[src/rtl/result_capture_fifo_if.sv]
// result_capture_fifo_if: capture-side strobe, consumer handshake and FIFO status bundle.
interface result_capture_fifo_if #(
  parameter int DATA_W = 32,
  parameter int DEPTH  = 8,
  parameter int CNT_W  = 16
);
  logic                       in_valid;
  logic [DATA_W-1:0]          in_data;
  logic                       out_valid;
  logic                       out_ready;
  logic [DATA_W-1:0]          out_data;
  logic                       full;
  logic                       empty;
  logic [$clog2(DEPTH):0]     count;
  logic                       overflow;
  logic                       clr_ovf;
  logic [CNT_W-1:0]           word_cnt;
  modport master (
    output in_valid, in_data, out_ready, clr_ovf,
    input  out_valid, out_data, full, empty, count, overflow, word_cnt
  );
  modport slave (
    input  in_valid, in_data, out_ready, clr_ovf,
    output out_valid, out_data, full, empty, count, overflow, word_cnt
  );
endinterface

[src/rtl/result_capture_fifo.sv]
// result_capture_fifo: FWFT buffer for core results with sticky overflow and saturating accept count.
module result_capture_fifo #(
  parameter int DATA_W = 32,
  parameter int DEPTH  = 8,
  parameter int CNT_W  = 16
) (
  input logic clk,
  input logic rst,
  result_capture_fifo_if.slave bus
);
  localparam int AW = $clog2(DEPTH);
  logic [DATA_W-1:0] mem [DEPTH];
  logic [AW-1:0]     rd_ptr, wr_ptr;
  logic [AW:0]       count;
  logic [CNT_W-1:0]  word_cnt;
  logic              overflow, pop, push, drop, full, empty;
  always_comb begin
    empty = count == '0;
    full  = count == (AW+1)'(DEPTH);
    pop   = !empty && bus.out_ready;
    push  = bus.in_valid && (!full || pop);
    drop  = bus.in_valid && full && !pop;
  end
  always_ff @(posedge clk)
    if (push) mem[wr_ptr] <= bus.in_data;
  always_ff @(posedge clk) begin
    if (rst) begin
      rd_ptr   <= '0;
      wr_ptr   <= '0;
      count    <= '0;
      overflow <= 1'b0;
      word_cnt <= '0;
    end else begin
      if (push) wr_ptr <= wr_ptr + 1'b1;
      if (pop) rd_ptr <= rd_ptr + 1'b1;
      count    <= push && !pop ? count + 1'b1 : pop && !push ? count - 1'b1 : count;
      // a drop in the same cycle as clr_ovf must not be lost
      overflow <= drop ? 1'b1 : bus.clr_ovf ? 1'b0 : overflow;
      if (push && !(&word_cnt)) word_cnt <= word_cnt + 1'b1;
    end
  end
  assign bus.out_valid = !empty;
  assign bus.out_data  = empty ? '0 : mem[rd_ptr];
  assign bus.full      = full;
  assign bus.empty     = empty;
  assign bus.count     = count;
  assign bus.overflow  = overflow;
  assign bus.word_cnt  = word_cnt;
endmodule

[src/flat_wrapper.sv]
// flat-port wrapper written by rule: the top's interface ports become plain ports
module result_capture_fifo_flat 
#(
  parameter int DATA_W = 32,
  parameter int DEPTH  = 8,
  parameter int CNT_W  = 16
)
  (clk, rst, bus_in_valid, bus_in_data, bus_out_ready, bus_clr_ovf, bus_out_valid, bus_out_data, bus_full, bus_empty, bus_count, bus_overflow, bus_word_cnt);
  result_capture_fifo_if #(.DATA_W(DATA_W), .DEPTH(DEPTH), .CNT_W(CNT_W)) bus_i ();
  input logic clk;
  input logic rst;
  input wire logic [$bits(bus_i.in_valid)-1:0] bus_in_valid;
  input wire logic [$bits(bus_i.in_data)-1:0] bus_in_data;
  input wire logic [$bits(bus_i.out_ready)-1:0] bus_out_ready;
  input wire logic [$bits(bus_i.clr_ovf)-1:0] bus_clr_ovf;
  output wire logic [$bits(bus_i.out_valid)-1:0] bus_out_valid;
  output wire logic [$bits(bus_i.out_data)-1:0] bus_out_data;
  output wire logic [$bits(bus_i.full)-1:0] bus_full;
  output wire logic [$bits(bus_i.empty)-1:0] bus_empty;
  output wire logic [$bits(bus_i.count)-1:0] bus_count;
  output wire logic [$bits(bus_i.overflow)-1:0] bus_overflow;
  output wire logic [$bits(bus_i.word_cnt)-1:0] bus_word_cnt;
  assign bus_i.in_valid = bus_in_valid;
  assign bus_i.in_data = bus_in_data;
  assign bus_i.out_ready = bus_out_ready;
  assign bus_i.clr_ovf = bus_clr_ovf;
  assign bus_out_valid = bus_i.out_valid;
  assign bus_out_data = bus_i.out_data;
  assign bus_full = bus_i.full;
  assign bus_empty = bus_i.empty;
  assign bus_count = bus_i.count;
  assign bus_overflow = bus_i.overflow;
  assign bus_word_cnt = bus_i.word_cnt;
  result_capture_fifo #(.DATA_W(DATA_W), .DEPTH(DEPTH), .CNT_W(CNT_W)) u_core (.clk(clk), .rst(rst), .bus(bus_i));
endmodule
[config.mk]
export PLATFORM = sky130hd
export DESIGN_NAME = result_capture_fifo_flat
export DESIGN_NICKNAME = d
export VERILOG_FILES = /design/src/rtl/result_capture_fifo_if.sv /design/src/rtl/result_capture_fifo.sv /design/src/flat_wrapper.sv
export SDC_FILE = /design/constraint.sdc
export NUM_CORES = 1
export LEC_CHECK = 0
export CORE_MARGIN = 5
export CORE_UTILIZATION = 65
export CTS_BUF_LIST = sky130_fd_sc_hd__clkbuf_8
export CTS_CLUSTER_DIAMETER = 80
export DETAILED_ROUTE_END_ITERATION = 8
export PLACE_DENSITY = 0.88
export SYNTH_ARGS = -nofsm -noshare
export SYNTH_HDL_FRONTEND = slang
export SYNTH_SLANG_ARGS = --single-unit
[constraint.sdc]
create_clock -name clk -period 14.5 [get_ports clk]
set_clock_uncertainty 0.1 [all_clocks]
set_input_delay 3.625 -clock clk [delete_from_list [all_inputs] [get_ports clk]]
set_output_delay 3.625 -clock clk [all_outputs]
set_load 0.01 [all_outputs]
---- Word level (Yosys, flattened, before mapping) ----
Memories as Yosys holds them, arrays and structs flattened. A register that Yosys moved wholly into a read port is not among the register bits.
Index checks and enable logic that the tools add are counted.
word-level totals
  register bits ........................... 27
  input port bits ......................... 37
  output and inout bits ................... 56
  bits in writable memories ............... 256
  word-level logic and storage cells ...... 38
  memories kept ........................... 1
cells by class
  mux-type cells .......................... 9
  equality and inequality tests ........... 1
  reduce and logical (&&, ||, !) cells .... 17
  add/sub/neg operators ................... 5
memory list
  memory      words  bits a word  read ports  clocked after Yosys merged registers in  write ports  RTL line                   source
  u_core.mem  8      32           1           1                                        1            result_capture_fifo.sv:12  logic [DATA_W-1:0] mem [DEPTH];
operators by type and width
  operator                                                            count
  32-bit two-way mux                                                  1
  16-bit by 1-bit adder with 16-bit output, second input constant     1
  16-bit AND reduction                                                1
  4-bit two-way mux                                                   2
  1-bit logical AND                                                   7
  3-bit by 1-bit adder with 3-bit output, second input constant       2
  3-bit two-way mux                                                   2
  1-bit zero test                                                     5
  4-bit by 1-bit adder with 4-bit output, second input constant       1
  4-bit == test, second input constant                                1
  4-bit zero test                                                     1
  1-bit two-way mux                                                   4
  2-bit nonzero test                                                  2
  4-bit by 1-bit subtractor with 4-bit output, second input constant  1
  1-bit logical OR                                                    1

---- Longest topological paths before layout ----
  depth after elaboration ................. 9
  depth in mapped cells ................... 11
  depth with buffers taken out ............ 10

---- Worst setup path before layout ----
OpenSTA, ideal clock, no wires.
  path kind ............................... input -> register
  start ................................... input port bus_out_ready
  end ..................................... memory u_core.mem[0][0], enable pin
  required time ........................... 13899 ps
  data arrival time ....................... 7355 ps
  slack ................................... 6543 ps
  buffers on the path ..................... 3
  cell stages on the path ................. 5
  library setup time ...................... 501 ps
  path through ............................ clkbuf_1 > o21ai_4 > buf_6 > buf_6 > nor4_1
on the way
  longest elaborated chain between the ends .. 5
ends and longest elaborated chain
  what                                     RTL line                   source
  from (decl)                              flat_wrapper.sv:14         input wire logic [$bits(bus_i.out_ready)-1:0] bus_out_ready;
  1-bit logical AND                        result_capture_fifo.sv:20  pop = !empty && bus.out_ready;
  1-bit logical OR                         result_capture_fifo.sv:21  push = bus.in_valid && (!full || pop);
  1-bit logical AND                        result_capture_fifo.sv:21
  1-bit two-way mux                        result_capture_fifo.sv:25  if (push) mem[wr_ptr] <= bus.in_data;
  1-bit two-way mux (not written as such)  result_capture_fifo.sv:25
  to (decl)                                result_capture_fifo.sv:12
Every way passes these cells.

==> results_dict.tcl <==
set metrics [dict create \
    worstPathArrival_ps 3270 \
    io_pins 93 \
    power_mw 2.11 \
    p_comb_frac 0.271 \
    antenna_found_initial 0 \
    stdcell_count 972 \
    htreeDepth 2 \
    tightest_slew_ps 1040 \
    cts-root-buf "clkbuf_8" \
    min_period_over_period 0.482 \
    cts_resized 0 \
    p_leak_nw 4.22 \
    routedWlPerCell_um 22.8 \
    grtUsageTotal 0.229 \
    clk_latency_ps 530 \
    vias_per_cell 6.16 \
    layout_commonest_cell "edfxtp_1" \
    syn_to_final_growth_pct 17.7 \
    dpl_cell_area_um2 12500 \
    syn_nets 635 \
    ys.flop_type "edfxtp_1" \
    cp.required_ps 10770 \
    grt_max_degree 65 \
    critPathSlowestCell "buf_4" \
    slew_violations 0 \
    drt_iter0_drc 496 \
    critPathMaxStageDelay_ps 840 \
    grtUsageMet3 0.0455 \
    power.density_nw_per_um2 159 \
    cp_max_fo 54 \
    fmax_mhz 143 \
    num-nets-final 757 \
    dieArea_um2 20100 \
    portBuffers 92 \
    synth_top_area_cell "edfxtp_1" \
    grt_pass1_vias 6248 \
    seq_power_share 0.459 \
    clkSinkCount 286 \
    synth_area_leaders "edfxtp_1, mux4_2, dfxtp_1" \
    mostFrequentLayoutCells "edfxtp_1, clkdlybuf4s50_1, mux4_2, nor2_1, clkbuf_8" \
    gr-usage-met2 0.392 \
    hold_buffers 0 \
    grt_busiest_layer "met2" \
    via_count 5991 \
    path_clk_slew_ps 70 \
    synth_seq_area_share 0.734 \
    first_pass_iters 5 \
    p_switching_mw 0.575 \
    dp_hpwl_mm 12.9 \
    setup_viol 0 \
    clockPowerShare 0.270 \
    drive_gt1_frac 0.210 \
    core-area_um2 17200 \
    syn-instance-count 591 \
    fin_setup_tns_ps 0 \
    cts_made_buffers 42 \
    cts_tree "yes" \
    intPower_mw 1.54 \
    die_width_um 142 \
    cts_setup_buffers 0 \
    hold_path_class "reg2reg" \
    drv_cap 0 \
    synth_edf_count 256 \
    numPlacedInstances 894 \
    fp-row-count 48 \
    remaining_drc_errors 0 \
    fillers 900 \
    wirelength_mm 22.2 \
    gp_congestion 0.915 \
    initial_core_util 0.657 \
    critPathKind "reg2out" \
    dp_slack_ps 7680 \
    yosysUniqueCellTypes 47 \
    hold-worst-slack_ps 411 \
    ant_nets 0 \
    yosys_warnings 0 \
    postLayoutCellArea_um2 13300 \
    layout_min_cycle_time_ps 6990 \
    slew_headroom 0.306 \
    status "complete, no violations" \
    clock_path_buffers 3 \
    rsz0062_at_grt "false" \
    synth.cell_area_um2 11300 \
    fin_ws_ps 7510 \
    grtUsageMet1 0.305 \
    grt_pass1_wl_mm 34.9 \
    overflow 0 \
    path_cells "buf_4 -> mux4_2 -> mux2i_1 -> nor2_1 -> clkdlybuf4s50_1" \
    final_hold_viol_count 0 \
    yosysTopAreaCellShare 0.681 \
    synth-async-reset-ratio 0 \
    crit_path_start_kind "flop" \
    irDropWorstVdd_v 0.000126 \
    ys_seq_elements 286 \
    cp-end-kind "primary output" \
    avgSynthCellArea_um2 19.1 \
    n_antenna_cell 0 \
    swShare 0.272 \
    final_util 0.774 \
    die_h_um 142 \
]
## power groups by stage
stage | sequential, mW | clock [mW] | combinational, mW
final | 0.970 | 0.569 | 0.572
after global placement | 0.982 | 0 | 0.563
after CTS | 0.971 | 0.580 | 0.582
after floorplan | 0.975 | 0 | 0.360
after global routing | 0.975 | 0.625 | 0.619
after detailed placement | 0.987 | 0 | 0.579
## per-layer routing
layer  up-vias  routed length (µm)  share of wire
li1       2650                   -              -
met1      3056                8780           0.40
met2       240               11600           0.52
met3        45                1390          0.063
met4         0                 413          0.019
met5         -                   0              0
## cell families after synthesis
kind of cell             Yosys count  synth area share
adder cells (fa/ha/maj)            7           0.00842
XOR/XNOR                           6           0.00465
multiplexers                     103             0.164
AND/OR/NAND/NOR                  118            0.0531
buffers and inverters             37            0.0146
flip-flops                       286             0.734
AO/OA/AOI/OAI                     34            0.0215
## state kept, by name, indices dropped and copies added (netlist names), named ones only
register / count
u_core.bus.count: 4
u_core.bus.overflow: 1
u_core.bus.word_cnt: 16
u_core.mem: 256
u_core.rd_ptr: 3
u_core.wr_ptr: 3
## synthesized netlist by cell type, types with 2 or more instances
cell type and count:
edfxtp_1 256, mux4_2 64, nor2_1 54, mux2i_1 34, dfxtp_1 30, a21oi_1 13
clkbuf_1 13, nand2_1 10, buf_2 9, or4_1 9, nand4_1 8, buf_1 7
o31ai_1 7, ha_1 6, nand3_1 6, nor2b_1 6, nor4_1 6, inv_1 5
nor3_1 5, xor2_1 4, a21oi_2 3, mux2_4 3, or3_1 3, and4_1 2
buf_6 2, mux2_2 2, nand2b_1 2, o21ai_0 2, xnor2_1 2
## worst max-delay path: cells and delay by family, from the launching register on
kind	cells	cell delay (ps)
simple gates	1	70
buf+inv	2	1340
flops	1	480
mux	2	820
## final timing paths
| check | start | endpoint | slack (ps) | cells past startpoint |
|---|---|---|---|---|
| setup / recovery | flop | bus_out_data[21] | 7510 | 5 |
| setup reg to reg | u_core.bus.count[0] | u_core.bus.count[3] | 10780 | 10 |
| hold / removal | u_core.bus.word_cnt[15] | u_core.bus.word_cnt[15] | 410 | 2 |
| hold reg to reg | u_core.bus.word_cnt[15] | u_core.bus.word_cnt[15] | 410 | 2 |
## cell type report
type | count | area, µm² | share of cell area
flip-flops and latches | 286 | 8290 | 0.624
repair buffers | 109 | 1050 | 0.0789
multi-input cells | 268 | 2890 | 0.217
inverters | 6 | 22.5 | 0.00169
clock buffers | 46 | 633 | 0.0476
well taps | 225 | 282 | 0.0212
clock inverters | 32 | 123 | 0.00923
No activity file was read; power rests on OpenSTA's default activity.
